**config.mk**
```make
export PLATFORM = sky130hd
export DESIGN_NAME = muldiv_unit
export DESIGN_NICKNAME = d
export VERILOG_FILES = /design/src/rtl/muldiv_unit.sv
export SDC_FILE = /design/constraint.sdc
export NUM_CORES = 1
export LEC_CHECK = 0
export CAP_MARGIN = 20
export CORE_UTILIZATION = 45
export CTS_CLUSTER_SIZE = 16
export DETAILED_ROUTE_END_ITERATION = 10
export HOLD_SLACK_MARGIN = 0.08
export PLACE_DENSITY = 0.77
export SKIP_CTS_REPAIR_TIMING = 1
export SLEW_MARGIN = 25
export SYNTH_ARGS = -nofsm -noshare
export SYNTH_HDL_FRONTEND = slang
export SYNTH_SLANG_ARGS = --single-unit
```
**constraint.sdc**
```tcl
create_clock -name clk -period 4.95 [get_ports clk]
set_input_delay 0.7425 -clock clk [delete_from_list [all_inputs] [get_ports clk]]
set_output_delay 0.7425 -clock clk [all_outputs]
set_load 0.02 [all_outputs]
```
**src/rtl/muldiv_unit.sv**
```systemverilog
// Iterative RV32M/RV64M multiply/divide unit: shift-add multiply and restoring divide,
// BITS_PER_CYCLE bits retired per cycle, result returned with its destination tag.
module muldiv_unit #(
    parameter int unsigned XLEN           = 32,
    parameter int unsigned BITS_PER_CYCLE = 1
) (
    input  logic            clk,
    input  logic            rst_n,
    input  logic            start_i,
    input  logic [2:0]      func3_i,
    input  logic [XLEN-1:0] op_a_i,
    input  logic [XLEN-1:0] op_b_i,
    input  logic [4:0]      rd_i,
    input  logic            flush_i,
    output logic            busy_o,
    output logic            done_o,
    output logic [XLEN-1:0] result_o,
    output logic [4:0]      rd_o
);

    localparam int unsigned BPC   = BITS_PER_CYCLE;
    localparam int unsigned ITER  = XLEN / BITS_PER_CYCLE;
    localparam int unsigned CNT_W = $clog2(ITER + 1);
    localparam logic [XLEN-1:0] MOST_NEG = {1'b1, {(XLEN-1){1'b0}}};

    typedef enum logic [1:0] {
        IDLE = 2'd0,
        CALC = 2'd1,
        DONE = 2'd2
    } stateT;

    stateT state, nextState;

    logic [CNT_W-1:0] iterCnt;
    logic             lastIter;
    logic             accept;

    // Latched operation context
    logic [2:0]      func3Q;
    logic [4:0]      rdQ;
    logic            negQ;
    logic            negR;
    logic [XLEN-1:0] accHi;
    logic [XLEN-1:0] accLo;
    logic [XLEN-1:0] opnd;

    // Issue-time decode
    logic            isDivIn;
    logic            aSignedIn;
    logic            bSignedIn;
    logic            negAIn;
    logic            negBIn;
    logic [XLEN-1:0] magAIn;
    logic [XLEN-1:0] magBIn;
    logic            divByZero;
    logic            divOverflow;
    logic            specialCase;
    logic [XLEN-1:0] specialResult;

    // Iteration datapath
    logic [XLEN-1:0]     accHiN;
    logic [XLEN-1:0]     accLoN;
    logic [XLEN+BPC-1:0] mulSum;
    logic [XLEN:0]       remSh;
    logic [2*XLEN-1:0]   prodMag;
    logic [2*XLEN-1:0]   prodOut;
    logic [XLEN-1:0]     quoOut;
    logic [XLEN-1:0]     remOut;
    logic [XLEN-1:0]     calcResult;

    assign accept   = (state == IDLE) & start_i & ~flush_i;
    assign lastIter = (iterCnt == CNT_W'(ITER - 1));
    assign done_o   = (state == DONE) & ~flush_i;

    assign isDivIn   = func3_i[2];
    assign aSignedIn = (func3_i == 3'b001) | (func3_i == 3'b010) |
                       (func3_i == 3'b100) | (func3_i == 3'b110);
    assign bSignedIn = (func3_i == 3'b001) | (func3_i == 3'b100) | (func3_i == 3'b110);
    assign negAIn    = aSignedIn & op_a_i[XLEN-1];
    assign negBIn    = bSignedIn & op_b_i[XLEN-1];
    assign magAIn    = negAIn ? (-op_a_i) : op_a_i;
    assign magBIn    = negBIn ? (-op_b_i) : op_b_i;

    assign divByZero   = isDivIn & (op_b_i == '0);
    assign divOverflow = isDivIn & ~func3_i[0] & (op_a_i == MOST_NEG) & (op_b_i == '1);
    assign specialCase = divByZero | divOverflow;

    // b==0 and overflow are exclusive since overflow needs b==-1
    always_comb begin
        specialResult = '0;
        if (divByZero) begin
            specialResult = func3_i[1] ? op_a_i : '1;
        end else if (divOverflow) begin
            specialResult = func3_i[1] ? '0 : op_a_i;
        end
    end

    always_comb begin
        nextState = state;
        case (state)
            IDLE: if (accept) nextState = specialCase ? DONE : CALC;
            CALC: if (lastIter) nextState = DONE;
            DONE: nextState = IDLE;
            default: nextState = IDLE;
        endcase
        if (flush_i) nextState = IDLE;
    end

    always_ff @(posedge clk) begin
        if (!rst_n) begin
            state  <= IDLE;
            busy_o <= 1'b0;
        end else begin
            state  <= nextState;
            busy_o <= (nextState != IDLE);
        end
    end

    // Multiply: accHi is the running high partial, accLo shifts multiplier out and product in.
    // Divide: accHi is the partial remainder, accLo shifts dividend out and quotient in.
    always_comb begin
        accHiN = accHi;
        accLoN = accLo;
        mulSum = '0;
        remSh  = '0;
        if (func3Q[2]) begin
            for (int i = 0; i < int'(BPC); i++) begin
                remSh  = {accHiN, accLoN[XLEN-1]};
                accLoN = {accLoN[XLEN-2:0], 1'b0};
                if (remSh >= {1'b0, opnd}) begin
                    remSh     = remSh - {1'b0, opnd};
                    accLoN[0] = 1'b1;
                end
                accHiN = remSh[XLEN-1:0];
            end
        end else begin
            mulSum = {BPC'(0), accHi}
                   + ((XLEN+BPC)'(opnd) * (XLEN+BPC)'(accLo[BPC-1:0]));
            accHiN = mulSum[XLEN+BPC-1:BPC];
            accLoN = {mulSum[BPC-1:0], accLo[XLEN-1:BPC]};
        end
    end

    always_comb begin
        prodMag    = {accHiN, accLoN};
        prodOut    = negQ ? (-prodMag) : prodMag;
        quoOut     = negQ ? (-accLoN) : accLoN;
        remOut     = negR ? (-accHiN) : accHiN;
        calcResult = '0;
        if (func3Q[2]) begin
            calcResult = func3Q[1] ? remOut : quoOut;
        end else begin
            calcResult = (func3Q[1:0] == 2'b00) ? prodOut[XLEN-1:0] : prodOut[2*XLEN-1:XLEN];
        end
    end

    always_ff @(posedge clk) begin
        if (!rst_n) begin
            func3Q   <= '0;
            rdQ      <= '0;
            negQ     <= 1'b0;
            negR     <= 1'b0;
            accHi    <= '0;
            accLo    <= '0;
            opnd     <= '0;
            iterCnt  <= '0;
            result_o <= '0;
            rd_o     <= '0;
        end else begin
            if (accept) begin
                func3Q  <= func3_i;
                rdQ     <= rd_i;
                negQ    <= negAIn ^ negBIn;
                negR    <= negAIn;
                iterCnt <= '0;
                accHi   <= '0;
                accLo   <= isDivIn ? magAIn : magBIn;
                opnd    <= isDivIn ? magBIn : magAIn;
            end else if (state == CALC) begin
                accHi   <= accHiN;
                accLo   <= accLoN;
                iterCnt <= iterCnt + CNT_W'(1);
            end
            if (nextState == DONE) begin
                result_o <= (state == IDLE) ? specialResult : calcResult;
                rd_o     <= (state == IDLE) ? rd_i : rdQ;
            end
        end
    end

endmodule

```
== After elaboration in Yosys (flattened, before gate mapping) ==
Cells that the tools add are included.

* Input bits: 76
* Word-level logic and storage cells: 84
* Output and inout port bits: 39
* Flip-flop bits (word level): 152

* Reduce and logical (&&, ||, !) cells: 6
* $add $sub $neg: 8
* Equal/unequal tests: 10
* $lt $le $gt $ge: 1
* Muxes and demuxes: 27
* Bitwise operators: 19
* Multiply operators: 1

{| class="wikitable"
|+ Operators by type and width
! kind !! number
|-
| $mux W32 || 19
|-
| $neg A32 Y32 || 4
|-
| $eq A32 B32 Y1 const B || 2
|-
| $mux W64 || 1
|-
| $neg A64 Y64 || 1
|-
| $add A32 B33 Y33 || 1
|-
| $ge A33 B32 Y1 || 1
|-
| $mul A32 B1 Y33 || 1
|-
| $logic_not A32 Y1 || 1
|-
| $sub A32 B32 Y32 || 1
|-
| $and A1 B1 Y1 || 9
|-
| $mux W2 || 4
|-
| $add A6 B1 Y6 const B || 1
|-
| $eq A3 B3 Y1 const B || 2
|-
| $eq A6 B5 Y1 const B || 1
|-
| $or A1 B1 Y1 || 6
|-
| $mux W5 || 1
|-
| $eq A2 B2 Y1 const B || 2
|-
| $logic_not A2 Y1 || 2
|-
| $pmux W2 S2 || 1
|-
| $reduce_bool A2 Y1 || 2
|-
| $eq A3 B1 Y1 const B || 1
|-
| $eq A3 B2 Y1 const B || 1
|-
| $not A1 Y1 || 3
|-
| 4 further kinds || 4
|}

== Depth between registers and ports, before layout ==
Gate-level depths: netlist of the first run.

* Depth after elaboration: 10
* Gate-level depth with buffers: 24
* Mapped depth without buffers: 22

== Worst setup path after synthesis of the first run ==
OpenSTA, ideal clock, no wires.

* Kind: register -> register
* From: register accLo[0]
* To: register result_o[29]
* Library setup time: 120 ps
* Path buffers: 2
* Slack: 140 ps
* Period minus slack after synthesis: 4810 ps
* Data required time: 4830 ps
* Arrival time: 4689 ps
* Stages on the path, launching flop included: 20
* Cells stage by stage: dfxtp_1 > clkbuf_1 > and2_1 > ha_1 > inv_1 > fa_1 > nand2b_1 > a21o_1 > a211o_1 > o21ba_2 > o31ai_2 > a2111oi_0 > a211o_1 > a21oi_1 > or4b_1 > clkbuf_1 > or4_1 > a21oi_1 > nand3b_1 > a21oi_1

* Word-level cells in the longest chain between the ends: 8
* Elaborated cells on any way between the ends: 14
* Those cells by class: 4 x add/sub; 1 x mul; 9 x mux

{| class="wikitable"
|+ RTL lines
! what !! RTL line !! text
|-
| start: declaration || 44 || <nowiki>logic [XLEN-1:0] accLo;</nowiki>
|-
| start signal: assignment || 177 || <nowiki>accLo <= isDivIn ? magAIn : magBIn;</nowiki>
|-
| start signal: assignment || 181 || <nowiki>accLo <= accLoN;</nowiki>
|-
| $mul A32 B1 Y33 || 138 || <nowiki>+ ((XLEN+BPC)'(opnd) * (XLEN+BPC)'(accLo[BPC-1:0]));</nowiki>
|-
| $add A32 B33 Y33 || 138 ||
|-
| $mux W32 || 126 || <nowiki>if (func3Q[2]) begin</nowiki>
|-
| $neg A64 Y64 or $neg A32 Y32 (tied branches) || 146, 148 ||
|-
| $mux W64 or $mux W32 (tied branches) || 146, 148 ||
|-
| $mux W32 (on tied branches) || 153, 151 ||
|-
| $mux W32 * || 150 || <nowiki>if (func3Q[2]) begin</nowiki>
|-
| $mux W32 * || 185 || <nowiki>result_o <= (state == IDLE) ? specialResult : calcResult;</nowiki>
|-
| end signal: assignment || 185 ||
|-
| end: declaration || 17 || <nowiki>output logic [XLEN-1:0] result_o,</nowiki>
|}

Every way passes the cells marked *; elsewhere a longest branch is shown, timed or not.
A chain may end at the register's enable or synchronous reset.

== Worst setup path after layout of the first run ==
* From: register accLo[0]
* To: register result_o[30]

The elaborated chain is that of the path after synthesis.

==> impl_metrics.csv, run 1 <==
group,metric,value,unit
synthesis,syn_area,16700,um^2
clocking,max-clock-path-buffers,2,
placement,dpl_cell_area,19500,um^2
die,num_rows,70,
finish,fillers,3395,
clocking,clock_sinks,152,
route,ant_nets,0,
route,first_pass_iters,6,
setup_path,cp-startpoint,"accLo[0]",
synthesis,ys_seq_area_frac,0.183,
setup_path,crit_end,"result_o[30]",
die,core_area,36500,um^2
grt,antenna_found_initial,3,
status,status,"complete, no violations",
setup_path,reg2reg_setup_slack,0.15,ns
synthesis,ys_top_cells_by_area,"dfxtp_1, nand2_1, xnor2_1",
grt,grt_pass1_wl,107000,um
clocking,cts_tree,"yes",
clocking,path_clk_slew,0.07,ns
clocking,clock_latency,0.46,ns
sta,relSlewSlack,0.331,
placement,pre_cts_ws,0.0613,ns
route,wire_per_inst,23.2,um
power_and_ir_drop,vdd_drop_max,0.176,mV
placement,gp_congestion,1.10,
route,route.detailed.drc,0,
synthesis,syn_avg_cell_area,7.02,um^2
die,die_area,37800,um^2
synthesis,synth_edf_count,0,
setup_path,arrival,5.15,ns
synthesis,yosysTopAreaCellShare,0.183,
sta,fin_crit_sh,0.970,
grt,overflow,0,
setup_path,critPathCaptureType,"flop",
placement,io_buffers,114,
route,via_count,19900,
route,avgViaCountPerCell,6.48,
finish,design_area,20300,um^2
synthesis,synth_top_family_by_area,"compound AO/OA/AOI/OAI gates",
setup_path,path_max_fanout,15,
synthesis,synth-xor-area-share,0.0930,
finish,fin_nets,2729,
synthesis,yosysTopAreaCell,"dfxtp_1",
finish,area_delta_synth_final,21.6,%
power_and_ir_drop,p_leak,7.88,nW
sta,fin_skew,0.0111,ns
sta,fin_hold_ws,0.469,ns
sta,hold_viol,0,
sta,finalMaxSlewViolations,0,
setup_path,crit_path_start_kind,"flop",
synthesis,synth_nets,2520,
power_and_ir_drop,power.density,231,nW/um^2
run,drv_cap,0,
die,die_y,194,um
setup_path,r2r_end,"result_o[30]",
die,dieWidth,194,um
sta,rsz0062_at_grt,"true",
clocking,clockRootBuffer,"clkbuf_16",
grt,first_global_vias,18400,
die,start_util,0.456,
synthesis,yosys_warnings,0,
finish,final_common_cell,"nand2_1",
route,wl_met3,8090,um
finish,final_cell_mix,"nand2_1, buf_4, nor2_1",
route,initialDrtViolationCount,2912,
die,boundaryPins,115,
synthesis,synth.distinct_cells,90,
clocking,htreeDepth,4,
route,routed_wl,71000,um
sta,setup_viol,0,
synthesis,synthArstFlopShare,0,
finish,multi_input_area,12900,um^2
setup_path,required,5.30,ns
route,routed.top_layer,"met5",
route,route.met2.wl,30400,um
synthesis,ys.flop_type,"dfxtp_1",
setup_path,r2r-start,"accLo[0]",
route,wl_met1,28000,um
sta,fmax,0.208,GHz
clocking,cts_buffers,17,
sta,fin_ws,0.149,ns
finish,drive_gt1_frac,0.131,
synthesis,synth_mux_area_frac,0.0375,
grt,grt_max_degree,94,
synthesis,synth_fa_ha_area_frac,0.0550,
setup_path,timing_worst_setup_path_type,"reg -> reg",
finish,seq_area,3050,um^2
synthesis,synthSimpleGateAreaFrac,0.254,
synthesis,synthCells,2372,
synthesis,ys_seq_elements,152,
synthesis,synth_compound_gate_area_share,0.325,
placement,dp_hpwl,56100,um
sta,tightest_slew,1.00,ns
sta,finalCriticalPeriod,4.80,ns
setup_path,reg2reg_depth,19,
hold_path,worstHoldPathType,"reg -> reg",
grt,track_usage,0.365,
==> flip-flops by register name (all words and copies together) (netlist names) <==
register / flops
accHi: 32
state: 2
result_o: 32
negQ: 1
iterCnt: 6
accLo: 32
rdQ: 5
negR: 1
opnd: 32
rd_o: 5
busy_o: 1
func3Q: 3
==> metrics by stage <==
stage / instances / util / TNS [ns] / total power (W)
after floorplan: 2372 / - / 0 / 0.00243
after global placement: 3029 / 0.534 / 0 / 0.00311
after detailed placement: 3029 / 0.534 / 0 / 0.00313
after CTS: 3061 / 0.552 / 0 / 0.00457
after global routing: 3062 / 0.554 / -0.0512 / 0.00483
final: 3064 / 0.555 / 0 / 0.00467
==> worst min-delay path by stage <==
stage,start,endpoint,cells past startpoint
3_5_place_dp,result_o[5],result_o[5],2
4_1_cts,result_o[5],result_o[5],2
5_1_grt,rdQ[2],rdQ[2],2
6_report,result_o[5],result_o[5],2
2_1_floorplan,rdQ[0],rdQ[0],2
3_3_place_gp,result_o[13],result_o[13],2
==> critical path, cell delays in order, from the launching register on <==
cell and delay (ns):
dfxtp_1 0.34, buf_4 0.20, and2_1 0.19, ha_1 0.37, nand2_1 0.18, nor3_1 0.36
o21ai_0 0.14, buf_4 0.17, a21oi_1 0.33, buf_4 0.18, o2111ai_1 0.15, and3_1 0.25
a21o_1 0.20, a21oi_2 0.18, or4b_4 0.52, buf_4 0.18, o31ai_2 0.25, xnor2_1 0.15
a21oi_1 0.09, o211a_1 0.24
==> final cells by class <==
| class | count | share of cell area |
|---|---|---|
| Multi-Input combinational cell | 1999 | 0.634 |
| Sequential cell | 152 | 0.150 |
| Timing Repair Buffer | 345 | 0.143 |
| Clock buffer | 17 | 0.0210 |
| Tap cell | 468 | 0.0289 |
| Clock inverter | 15 | 0.00995 |
| Antenna cell | 2 | 0.000247 |
| Inverter | 66 | 0.0122 |
==> where the power goes <==
part           switching (W)  internal, W  total [W]
combinational        0.00117     0.000713    0.00188
sequential         0.0000611      0.00127    0.00133
clock               0.000645     0.000816    0.00146
total                0.00187      0.00280    0.00467
==> kinds of logic after synthesis <==
family | after synthesis
AND/OR/NAND/NOR | 888
AO/OA/AOI/OAI | 801
buffers and inverters | 221
XOR/XNOR | 177
flip-flops | 152
adder cells (fa/ha/maj) | 72
multiplexers | 61
==> metal layers <==
| metal | track usage | up-vias |
|---|---|---|
| li1 | - | 9097 |
| met1 | 0.467 | 9279 |
| met2 | 0.560 | 1246 |
| met3 | 0.0822 | 241 |
| met4 | 0.218 | 2 |
| met5 | 0 | - |
==> Yosys cell counts (7+ instances only) <==
master	number
a31oi_1	22
o2111ai_1	8
mux2_2	11
o221ai_1	12
nor3b_1	8
inv_1	65
nor4_1	20
o211a_1	15
or3_1	20
nor3_1	75
o211ai_1	63
and3_1	14
a2111oi_0	7
nand3b_1	8
mux2i_1	50
o21bai_1	9
o2111a_1	7
a21boi_0	40
a211o_1	12
nand4_1	31
a21oi_1	192
a22oi_1	7
or4_1	10
nand2_1	310
a221oi_1	9
a21o_1	32
or2_2	10
o21ai_0	147
dfxtp_1	152
o31ai_1	27
nor2_1	212
nand3_1	49
o21a_1	43
nor2b_1	21
and2_1	53
clkbuf_1	111
xnor2_1	113
buf_4	7
buf_2	19
nand2b_1	24
a211oi_1	79
xor2_1	64
ha_1	70
buf_1	16
Power figures use the tool's default switching activity.
==> inputs of run 2 (changes only) <==
--- a/config.mk
+++ b/config.mk
@@ -10,8 +10,7 @@
 export CTS_CLUSTER_SIZE = 16
 export DETAILED_ROUTE_END_ITERATION = 10
 export HOLD_SLACK_MARGIN = 0.08
-export PLACE_DENSITY = 0.77
-export SKIP_CTS_REPAIR_TIMING = 1
+export PLACE_DENSITY = 0.68
 export SLEW_MARGIN = 25
 export SYNTH_ARGS = -nofsm -noshare
 export SYNTH_HDL_FRONTEND = slang
==> impl_metrics.csv, run 2 (synthesis gave the netlist of run 1 again) <==
group,metric,value,unit
status,status,"complete, no violations",
setup_path,critPathCaptureType,"flop",
hold_path,min_path_cells,2,
hold_path,hold_end,"result_o[5]",
power_and_ir_drop,finalPower,0.00479,W
sta,finalCriticalPeriod,4.80,ns
hold_path,min_from,"result_o[5]",
clocking,max-clock-path-buffers,2,
finish,final_common_cell,"nand2_1",
finish,fin_nets,2787,
sta,relSlewSlack,0.315,
clocking,cts_tree,"yes",
sta,fin_hold_ws,0.466,ns
die,dieWidth,194,um
clocking,clock_sinks,152,
setup_path,reg2reg_setup_slack,0.15,ns
power_and_ir_drop,p_switching,0.00193,W
sta,tightest_slew,1.03,ns
clocking,path_clk_slew,0.07,ns
power_and_ir_drop,clkPwrFrac,0.302,
sta,fin_setup_tns,0,ns
finish,utilization,0.565,
sta,rsz0062_at_grt,"true",
die,num_rows,70,
setup_path,arrival,5.16,ns
grt,grt_max_degree,92,
sta,fmax,0.208,GHz
sta,hold_viol,0,
route,routed_wl,79500,um
die,die_y,194,um
run,drv_cap,0,
route,route.detailed.drc,0,
finish,final_cell_mix,"nand2_1, buf_4, nor2_1",
grt,grt_pass1_wl,118000,um
placement,dp_hpwl,63900,um
placement,dpl.cell_count,3085,
power_and_ir_drop,power_frac_comb,0.419,
setup_path,path_max_fanout,6,
die,core_area,36500,um^2
die,die_area,37800,um^2
clocking,htreeDepth,4,
sta,fin_crit_sh,0.970,
clocking,clockRootBuffer,"clkbuf_16",
finish,area_delta_synth_final,23.9,%
placement,gp_congestion,1.02,
route,via_count,20100,
power_and_ir_drop,swShare,0.404,
grt,track_usage,0.415,
clocking,clock_latency,0.48,ns
sta,setup_viol,0,
route,ant_nets,0,
setup_path,r2r_end,"result_o[29]",
route,first_pass_iters,6,
grt,overflow,0,
power_and_ir_drop,vdd_drop_max,0.231,mV
setup_path,crit_path_start_kind,"flop",
clocking,hold_buffers,0,
power_and_ir_drop,p_seq_frac,0.279,
route,wire_per_inst,25.5,um
power_and_ir_drop,intPower,0.00286,W
finish,final_cells,3121,
setup_path,reg2reg_depth,17,
setup_path,required,5.31,ns
grt,antenna_found_initial,4,
setup_path,r2r-start,"opnd[22]",
route,avgViaCountPerCell,6.45,
setup_path,timing_worst_setup_path_type,"reg -> reg",
hold_path,worstHoldPathType,"reg -> reg",
power_and_ir_drop,power.density,232,nW/um^2
die,boundaryPins,115,
sta,finalMaxSlewViolations,0,
route,initialDrtViolationCount,2606,
die,start_util,0.456,
power_and_ir_drop,p_leak,8.11,nW
sta,fin_skew,0.0192,ns
clocking,cts_buffers,17,
grt,first_global_vias,18600,
finish,drive_gt1_frac,0.148,
placement,io_buffers,114,
run 2: changes by cell type in the layout (fill, tap and decap cells not counted), sizes merged:
cell,change
clkinvlp,+2
buf,+58
inv,-7
diode,-1
clkbuf,+5
run 2: cell type report:
| cell class | count | area, um^2 |
|---|---|---|
| Sequential cell | 152 | 3050 |
| Tap cell | 468 | 586 |
| Clock inverter | 10 | 144 |
| Clock buffer | 22 | 454 |
| Antenna cell | 1 | 2.50 |
| Multi-Input combinational cell | 1999 | 12900 |
| Timing Repair Buffer | 403 | 3310 |
| Inverter | 66 | 248 |
| Fill cell | 3578 | 15900 |
run 2: per-stage QoR:
stage | area, um^2 | setup WS (ns)
4_1_cts | 20500 | 0.0690
3_5_place_dp | 19900 | -0.0707
2_1_floorplan | 16700 | 0.140
3_3_place_gp | 19900 | -0.0848
5_1_grt | 20600 | -0.0529
6_report | 20600 | 0.150
run 2: repair_timing:
item / 4_1_cts / 5_1_grt
resized for setup: 0 / 27
setup buffers: 0 / 3
setup endpoints to repair: 0 / 24
run 2: how the worst max path moves through the flow:
stage / from / to / slack [ns]
after global placement: op_b_i[0] / result_o[28] / -0.08
final: opnd[22] / result_o[29] / 0.15
after floorplan: accLo[0] / result_o[29] / 0.14
after CTS: accLo[0] / result_o[31] / 0.07
after detailed placement: op_b_i[0] / result_o[28] / -0.07
after global routing: opnd[30] / result_o[30] / -0.05
run 2: power by group through the flow:
stage          Combinational, W  Sequential [W]  Clock [W]
6_report                0.00201         0.00133    0.00145
5_1_grt                 0.00212         0.00134    0.00149
4_1_cts                 0.00192         0.00133    0.00144
3_5_place_dp            0.00192         0.00136          0
3_3_place_gp            0.00191         0.00136          0
2_1_floorplan           0.00110         0.00133          0
run 2: worst max-delay path: stages (launching register included):
cell      delay, ns
dfxtp_1        0.40
inv_1          0.07
ha_2           0.38
nand4_1        0.27
nor4_4         0.41
a41oi_2        0.21
and3_2         0.31
a211o_1        0.32
a222oi_1       0.41
buf_4          0.21
and3_1         0.18
nand4_2        0.15
or2_4          0.32
buf_4          0.17
or4_1          0.54
a21oi_1        0.15
nand3b_1       0.11
a21oi_1        0.06
run 2: metal layers:
layer  part of all wire  global-route usage  up-vias
li1                   -                   -     9225
met1               0.41               0.548     9565
met2               0.42               0.627     1133
met3               0.10              0.0918      210
met4              0.059               0.220        6
met5            0.00055                   0        -
